===== config.mk =====
export PLATFORM = sky130hd
export DESIGN_NAME = mem_access_unit
export DESIGN_NICKNAME = d
export VERILOG_FILES = /design/src/rtl/mem_access_unit.sv
export SDC_FILE = /design/constraint.sdc
export NUM_CORES = 1
export LEC_CHECK = 0
export BUFFER_PORTS_ARGS = -buffer_cell sky130_fd_sc_hd__buf_4
export CORE_UTILIZATION = 43
export CTS_CLUSTER_SIZE = 30
export DETAILED_ROUTE_END_ITERATION = 10
export SLEW_MARGIN = 20
export SYNTH_ARGS = -nofsm -noshare
export SYNTH_HDL_FRONTEND = slang
export SYNTH_SLANG_ARGS = --single-unit
export TNS_END_PERCENT = 100

===== constraint.sdc =====
create_clock -name clk -period 5.2 [get_ports clk]
set_input_delay 0.26 -clock clk [delete_from_list [all_inputs] [get_ports clk]]
set_output_delay 0.26 -clock clk [all_outputs]
set_load 0.02 [all_outputs]

===== src/rtl/mem_access_unit.sv =====
// mem_access_unit: load/store unit between a core MEM stage and an
// Avalon-MM data port. Handles one request at a time. Stores get byte
// enables and lane shifting. Loads get beat merging and zero or sign
// extension. An access that crosses a word boundary is either split into
// two bus beats or reported as an error, depending on MISALIGN_EN.
module mem_access_unit #(
  parameter int N           = 64,    // data width, 32 or 64
  parameter int AW          = 32,    // byte-address width
  parameter bit MISALIGN_EN = 1'b1   // 1: split word-crossing accesses, 0: error
) (
  input  logic            clk,
  input  logic            reset,
  // core request / response
  input  logic            req_valid,
  output logic            req_ready,
  input  logic            req_write,
  input  logic [AW-1:0]   req_addr,
  input  logic [2:0]      req_width,
  input  logic            req_unsigned,
  input  logic [N-1:0]    req_wdata,
  output logic            rsp_valid,
  output logic [N-1:0]    rsp_rdata,
  output logic            rsp_error,
  // Avalon-MM host
  output logic [AW-1:0]   avm_address,
  output logic [N/8-1:0]  avm_byteenable,
  output logic [N-1:0]    avm_writedata,
  output logic            avm_write,
  output logic            avm_read,
  input  logic            avm_waitrequest,
  input  logic [N-1:0]    avm_readdata,
  input  logic            avm_readdatavalid
);

  localparam int BYTES = N / 8;
  localparam int SB    = $clog2(BYTES);
  localparam bit D_OK  = (N == 64);   // doubleword only exists on a 64-bit port

  typedef enum logic [2:0] {
    S_IDLE,
    S_B0,     // lower-word beat on the bus
    S_W0,     // waiting for lower-word read data
    S_B1,     // upper-word beat on the bus
    S_W1,     // waiting for upper-word read data
    S_DONE,   // completion pulse
    S_ERR     // error pulse, no bus access was made
  } state_t;

  state_t state;

  // Captured request fields
  logic [SB-1:0]    q_sel;
  logic [2:0]       q_width;
  logic             q_unsigned;
  logic             q_write;
  logic             q_split;
  logic [AW-1:0]    q_addr1;
  logic [BYTES-1:0] q_be_hi;
  logic [N-1:0]     q_wd_hi;
  logic [N-1:0]     q_lo;      // lower-word read data of a split load

  // Lane arithmetic on the incoming request
  logic [SB-1:0]      in_sel;
  logic [7:0]         in_mask8;
  logic [BYTES-1:0]   in_mask;
  logic [2*BYTES-1:0] in_be2;
  logic [2*N-1:0]     in_wd2;
  logic               in_split;
  logic               in_legal;
  logic               in_error;

  // Load merge and extension
  logic [N-1:0] rd_lo;
  logic [N-1:0] rd_hi;
  logic [N-1:0] rd_sh;
  logic [7:0]   q_mask8;
  logic [N-1:0] bit_mask;
  logic         sign_bit;
  logic [N-1:0] ext_data;

  // Derive byte enables, shifted store data and the error decision for the request on the port
  always_comb begin
    // NOTE: every always_comb output gets a value on every path, otherwise a latch is inferred.
    in_legal = 1'b0;
    in_sel   = req_addr[SB-1:0];
    in_mask8 = {{4{req_width[2]}}, {2{req_width[1]}}, req_width[0], 1'b1};
    in_mask  = in_mask8[BYTES-1:0];
    in_be2   = {{BYTES{1'b0}}, in_mask} << in_sel;
    in_wd2   = {{N{1'b0}}, req_wdata} << {in_sel, 3'b000};
    in_split = |in_be2[2*BYTES-1:BYTES];
    case (req_width)
      3'b000, 3'b001, 3'b011: in_legal = 1'b1;
      3'b111:                 in_legal = D_OK;
      default:                in_legal = 1'b0;
    endcase
    in_error = !in_legal || (in_split && !MISALIGN_EN);
  end

  // Merge the beat data, shift the addressed bytes down, then zero/sign extend
  always_comb begin
    rd_lo    = (state == S_W1) ? q_lo : avm_readdata;
    rd_hi    = (state == S_W1) ? avm_readdata : '0;
    rd_sh    = N'({rd_hi, rd_lo} >> {q_sel, 3'b000});
    q_mask8  = {{4{q_width[2]}}, {2{q_width[1]}}, q_width[0], 1'b1};
    bit_mask = '0;
    for (int i = 0; i < N; i++) begin
      bit_mask[i] = q_mask8[i/8];
    end
    case (q_width)
      3'b000:  sign_bit = rd_sh[7];
      3'b001:  sign_bit = rd_sh[15];
      3'b011:  sign_bit = rd_sh[31];
      default: sign_bit = rd_sh[N-1];
    endcase
    ext_data = (rd_sh & bit_mask) | (~bit_mask & {N{sign_bit & ~q_unsigned}});
  end

  // Access sequencer: all bus and response outputs are registered here
  always_ff @(posedge clk) begin
    // NOTE: sequential state uses non-blocking assignments so every register samples pre-edge values.
    if (reset) begin
      state          <= S_IDLE;
      req_ready      <= 1'b1;
      rsp_valid      <= 1'b0;
      rsp_rdata      <= '0;
      rsp_error      <= 1'b0;
      avm_address    <= '0;
      avm_byteenable <= '0;
      avm_writedata  <= '0;
      avm_write      <= 1'b0;
      avm_read       <= 1'b0;
      q_sel          <= '0;
      q_width        <= '0;
      q_unsigned     <= 1'b0;
      q_write        <= 1'b0;
      q_split        <= 1'b0;
      q_addr1        <= '0;
      q_be_hi        <= '0;
      q_wd_hi        <= '0;
      q_lo           <= '0;
    end else begin
      case (state)
        S_IDLE: begin
          if (req_valid) begin
            req_ready  <= 1'b0;
            q_sel      <= in_sel;
            q_width    <= req_width;
            q_unsigned <= req_unsigned;
            q_write    <= req_write;
            q_split    <= in_split;
            q_addr1    <= {req_addr[AW-1:SB], {SB{1'b0}}} + AW'(BYTES);
            q_be_hi    <= in_be2[2*BYTES-1:BYTES];
            q_wd_hi    <= in_wd2[2*N-1:N];
            if (in_error) begin
              state     <= S_ERR;
              rsp_valid <= 1'b1;
              rsp_error <= 1'b1;
              rsp_rdata <= '0;
            end else begin
              state          <= S_B0;
              avm_address    <= {req_addr[AW-1:SB], {SB{1'b0}}};
              avm_byteenable <= in_be2[BYTES-1:0];
              avm_writedata  <= req_write ? in_wd2[N-1:0] : '0;
              avm_write      <= req_write;
              avm_read       <= !req_write;
            end
          end
        end

        S_B0: begin
          if (!avm_waitrequest) begin
            if (q_write && q_split) begin
              state          <= S_B1;
              avm_address    <= q_addr1;
              avm_byteenable <= q_be_hi;
              avm_writedata  <= q_wd_hi;
            end else begin
              avm_write      <= 1'b0;
              avm_read       <= 1'b0;
              avm_address    <= '0;
              avm_byteenable <= '0;
              avm_writedata  <= '0;
              if (q_write) begin
                state     <= S_DONE;
                rsp_valid <= 1'b1;
                rsp_rdata <= '0;
              end else begin
                state <= S_W0;
              end
            end
          end
        end

        S_W0: begin
          if (avm_readdatavalid) begin
            q_lo <= avm_readdata;
            if (q_split) begin
              state          <= S_B1;
              avm_read       <= 1'b1;
              avm_address    <= q_addr1;
              avm_byteenable <= q_be_hi;
            end else begin
              state     <= S_DONE;
              rsp_valid <= 1'b1;
              rsp_rdata <= ext_data;
            end
          end
        end

        S_B1: begin
          if (!avm_waitrequest) begin
            avm_write      <= 1'b0;
            avm_read       <= 1'b0;
            avm_address    <= '0;
            avm_byteenable <= '0;
            avm_writedata  <= '0;
            if (q_write) begin
              state     <= S_DONE;
              rsp_valid <= 1'b1;
              rsp_rdata <= '0;
            end else begin
              state <= S_W1;
            end
          end
        end

        S_W1: begin
          if (avm_readdatavalid) begin
            state     <= S_DONE;
            rsp_valid <= 1'b1;
            rsp_rdata <= ext_data;
          end
        end

        S_DONE, S_ERR: begin
          state     <= S_IDLE;
          req_ready <= 1'b1;
          rsp_valid <= 1'b0;
          rsp_error <= 1'b0;
          rsp_rdata <= '0;
        end

        default: begin
          state     <= S_IDLE;
          req_ready <= 1'b1;
        end
      endcase
    end
  end

endmodule

# Word level (Yosys, flattened, before mapping)
# Cells that the tools add are included.
word_totals:
  register_bits: 353
  inputBits: 170
  output_inout_bits: 173
  word_cells: 146
classes:
  addsub: 1
  eq_ne: 21
  n_shift: 3
  mux: 72
  n_bitwise: 7
  n_reduce_logical: 23
ops:
  columns: ["cell", "n"]
  rows:
  - ["$mux 64", 17]
  - ["$pmux 64 s6", 1]
  - ["$mux 32", 7]
  - ["$pmux 64 s3", 1]
  - ["$and 64x64->64", 2]
  - ["$pmux 32 s4", 1]
  - ["$shl 64x6->128", 1]
  - ["$shr 128x6->64", 1]
  - ["$not 64->64", 1]
  - ["$or 64x64->64", 1]
  - ["$mux 8", 7]
  - ["$add 32x4->32 const B", 1]
  - ["$pmux 8 s4", 1]
  - ["$mux 3", 9]
  - ["$mux 1", 21]
  - ["$ne 2x2->1 const B", 10]
  - ["$shl 8x3->16", 1]
  - ["$pmux 3 s5", 1]
  - ["$eq 3x2->1 const B", 4]
  - ["$eq 3x3->1 const B", 4]
  - ["$reduce_and 5->1", 2]
  - ["$eq 3x1->1 const B", 3]
  - ["$logic_not 3->1", 3]
  - ["$reduce_and 9->1", 1]
  - ["20 further kinds", 26]

# Depth between registers and ports, before layout
depth:
  ltp_word: 10
  ltp_mapped: 11
  ltp_nobuf: 7

# Worst setup path after synthesis
# Ideal clock, no wire load.
synth_timing:
  path_type: "register to register"
  startpoint: "register state[0]"
  endpoint: "register rsp_rdata[58]"
  setup_ns: 0.133
  t_arrival_ns: 2.399
  required_time_ns: 5.067
  setup_slack_ns: 2.668
  path_stages_with_launch: 12
  path_buffers: 5
  synth_period_minus_slack_ns: 2.532
  path_cell_list: "dfxtp_1 or3b_1 buf_6 buf_2 buf_4 buf_2 clkbuf_1 and3_1 o31ai_1 nor2_1 a221oi_1 o21ai_2"
synth_via:
  elab_chain_cells: 10
  elab_cells_between_ends: 30
  cone_classes: "eq/ne: 14; shift: 1; mux: 7; bitwise: 4; reduce/logical: 4"
synth_rtl:
  columns: ["element", "line", "source"]
  rows:
  - ["start, declared", "49", "state_t state;"]
  - ["start signal, assigned", "122", "state <= S_IDLE;"]
  - ["start signal, assigned", "155", "state <= S_ERR;"]
  - ["start signal, assigned", "160", "state <= S_B0;"]
  - ["$eq 3x3->1", "101, 102, 142", null]
  - ["$mux 64 (on tied branches)", "101, 102", null]
  - ["$shr 128x6->64", "103", "rd_sh = N'({rd_hi, rd_lo} >> {q_sel, 3'b000});"]
  - ["$pmux 1 s3", "109", "case (q_width)"]
  - ["$and 1x1->1", "115", "ext_data = (rd_sh & bit_mask) | (~bit_mask & {N{sign_bit & ~q_unsigned}});"]
  - ["$and 64x64->64", "115", null]
  - ["$or 64x64->64", "115", null]
  - ["$mux 64", "197", "if (q_split) begin"]
  - ["$mux 64", "195", "if (avm_readdatavalid) begin"]
  - ["$pmux 64 s6", "142", "case (state)"]
  - ["end signal, assigned", "205", "rsp_rdata <= ext_data;"]
  - ["end signal, assigned", "231", "rsp_rdata <= ext_data;"]
  - ["end, declared", "22", "output logic [N-1:0] rsp_rdata,"]
# Parallel ways exist; a longest one is shown, timed or not. The select of a mux whose other input is x is not followed.
# A chain may end at the register's enable or synchronous reset.

# Final worst setup path
layout_timing:
  startpoint: "register state[0]"
  endpoint: "register rsp_rdata[31]"
# The elaborated chain is that of the path after synthesis.

==> metrics.cfg <==
[yosys]
synth_commonest_cells = 338 x dfxtp_1, 320 x nand2_1, 245 x nor2_1, 171 x clkbuf_1, 158 x mux2i_1
synthTopCellsByArea = dfxtp_1 35%, mux2i_1 8.3%, mux4_2 8.2%
yosysMostFrequentCell = dfxtp_1
yosysSeqAreaShare_pct = 35.37
synth.avg_cell_area_um2 = 8.548
yosys.area.top_type = dfxtp_1
synthFlopType = dfxtp_1
synth_cell_types = 71
synth-edff-count = 0
netlist.area_leader.share_pct = 35.37
synth_seq_cells = 338
netlist_area_mm2 = 0.01913
ys_warn_count = 0
synthCells = 2238
synthArstFlopShare_pct = 0

[power_and_ir_drop]
p_per_area_mw_per_mm2 = 508.7
p_leak_nw = 9.569
ir_worst_vdd_mv = 0.3316

[place]
dpl.hpwl_um = 50960
gp_congestion = 0.9750
post_dp_cell_area_mm2 = 0.02182
portBuffers = 339

[critical_path]
rr_endpoint = rsp_rdata[31]$_SDFFE_PP0P_
startpoint = state[0]$_SDFFE_PP0P_
startpoint_type = flip-flop
r2r_cells = 6
cp_data_arrival_time_ns = 3.96
worst-path-max-fanout = 21
rr_startpoint = state[0]$_SDFFE_PP0P_
path_class = flip-flop to flip-flop
crit_end = rsp_rdata[31]$_SDFFE_PP0P_
required_ns = 5.60
endpoint_kind = flip-flop
r2r_slack_ns = 1.64

[detailed_routing]
dr_wl_met3_um = 5871
wl_um = 73920
firstDrtPassIters = 6
top_layer_used = met4
vias = 19000
drc = 0
ant_nets = 0
wl_met1_um = 30010
dr_wl_met2_um = 33990
vias_per_cell = 6.080
drt_iter0_drc = 1905
wl_per_cell_um = 23.66

[clock_network]
clockBufferDepth = 3
cts.sinks = 338
postCtsSetupRepairBufs = 0
cts_hold_buffers = 85
clockRootBuffer = clkbuf_16
path_clk_slew_ns = 0.05
tritoncts = done
clock_latency_ns = 0.57
htree_levels = 2
postCtsResizedCells = 0
cts_buffers = 40

[min_path]
hp-class = input pin to flip-flop

[die]
initial_core_util_pct = 44.02
die_h_um = 212.9
boundaryPins = 343
row_count = 76
core_mm2 = 0.04346
chipWidth_um = 212.9
die_area_mm2 = 0.04534

[grt]
gr-total-overflow = 0
grt_pass1_wl_um = 111900
antenna_found_initial = 4
grt_pass1_vias = 18360
grt_max_degree = 197
track_usage_pct = 32.25

[finish]
regArea_mm2 = 0.006775
area_growth_pct = 24.62
multi_input_area_mm2 = 0.01147
finalInstanceArea_mm2 = 0.02384
drive_gt1_share_pct = 23.11
final_nets = 2685
post-route-util_pct = 54.86
fillers = 3995

[sta]
skew_ns = 0.02434
max_slew_margin_pct = 22.51
finalHoldViolations = 0
timing.final.crit_share_pct = 68.54
slew_viol_final = 0
setup_tns_ns = 0
grt_setup_unrepaired = false
setup_viol = 0
fmax_mhz = 280.6
tightestPinTransition_ns = 1.160
fin_crit_ns = 3.564

[run_status]
status = finished clean

[flow_run]
drv_cap = 0

## per-stage QoR
step	setup WS, ns	hold slack, ns	instances	total power [mW]
2_1_floorplan	2.668	0.3556	2240	7.408
3_3_place_gp	1.754	0.4389	2972	9.408
3_5_place_dp	1.704	0.4456	2972	9.466
4_1_cts	1.652	0.00004580	3121	12.15
5_1_grt	1.441	0.01186	3124	12.79
6_report	1.636	0.02375	3125	12.13
## worst min-delay path by stage
stage / from / endpoint / slack (ns) / depth (start not counted)
floorplan: req_addr[3] / q_addr1[3]$_SDFFE_PP0P_ / 0.36 / 1
global placement: q_wd_hi[45]$_SDFFE_PP0P_ / q_wd_hi[45]$_SDFFE_PP0P_ / 0.44 / 2
detailed placement: q_wd_hi[47]$_SDFFE_PP0P_ / q_wd_hi[47]$_SDFFE_PP0P_ / 0.45 / 2
CTS: req_addr[29] / q_addr1[29]$_SDFFE_PP0P_ / 0.00005 / 3
global route: avm_readdata[45] / q_lo[45]$_SDFFE_PP0P_ / 0.01 / 3
finish: avm_readdata[45] / q_lo[45]$_SDFFE_PP0P_ / 0.02 / 3
## power breakdown
part | switching, mW | internal (mW)
Sequential | 0.606 | 3.29
Combinational | 3.42 | 2.21
Clock | 1.14 | 1.46
Total | 5.17 | 6.96
## registers in the layout (all words and copies together), names as in the netlist, 7 cells and up
name,count
rsp_rdata,64
q_be_hi,7
q_addr1,29
avm_address,29
avm_byteenable,8
q_wd_hi,56
q_lo,64
avm_writedata,64
## placed cells by master, fill, tap and decap left out, types with 6 or more instances in the layout
cell	count
clkbuf_1	8
and3_1	17
a211o_1	9
buf_4	366
a2bb2oi_1	9
a311oi_1	13
nand3_1	33
o22a_1	7
dlygate4sd3_1	85
dfxtp_1	335
mux4_2	70
nor2b_1	14
a22o_1	7
inv_1	13
nor3_1	100
a221oi_1	106
xor2_1	10
o2bb2ai_1	10
o21ai_0	94
a222oi_1	14
o211ai_1	6
nand3b_1	14
a211oi_1	52
clkbuf_16	40
xnor2_1	16
a22oi_1	41
clkinv_2	9
nor2_1	243
nand2b_1	12
o21ai_2	10
a21oi_1	133
o22ai_1	7
nand4_1	6
mux2i_1	158
o31ai_1	7
nand2_1	319
mux2_2	52
a32oi_1	12
## cell families after synthesis
family	count (synthesis)	share of synthesized area [%]
compound gates	561	20.75
xor+xnor	26	1.190
fa+ha+maj	1	0.06539
buf+inv	237	5.023
flops	338	35.37
mux	280	19.57
other cells	1	0.01960
simple gates	794	18.01
## critical path: stages (launching register included)
cell,delay (ns)
dfxtp_1,0.83
or3b_4,0.47
mux4_2,0.59
a311oi_2,0.27
o311ai_2,0.23
o311ai_4,0.85
nand3_1,0.15
## area by class of cell
type | count | area share [%]
Antenna cell | 4 | 0.04198
Clock buffer | 52 | 4.555
Clock inverter | 12 | 0.3254
Inverter | 16 | 0.2519
Multi-Input combinational cell | 1665 | 48.10
Sequential cell | 338 | 28.42
Tap cell | 585 | 3.070
Timing Repair Buffer | 453 | 15.24
## routing by layer
layer | up-vias | track usage [%]
met5 | - | 0
met4 | 0 | 18.41
met3 | 153 | 5.663
met2 | 869 | 50.61
met1 | 9185 | 41.72
li1 | 8793 | -
Note: power is estimated with default switching activity, not from simulation.
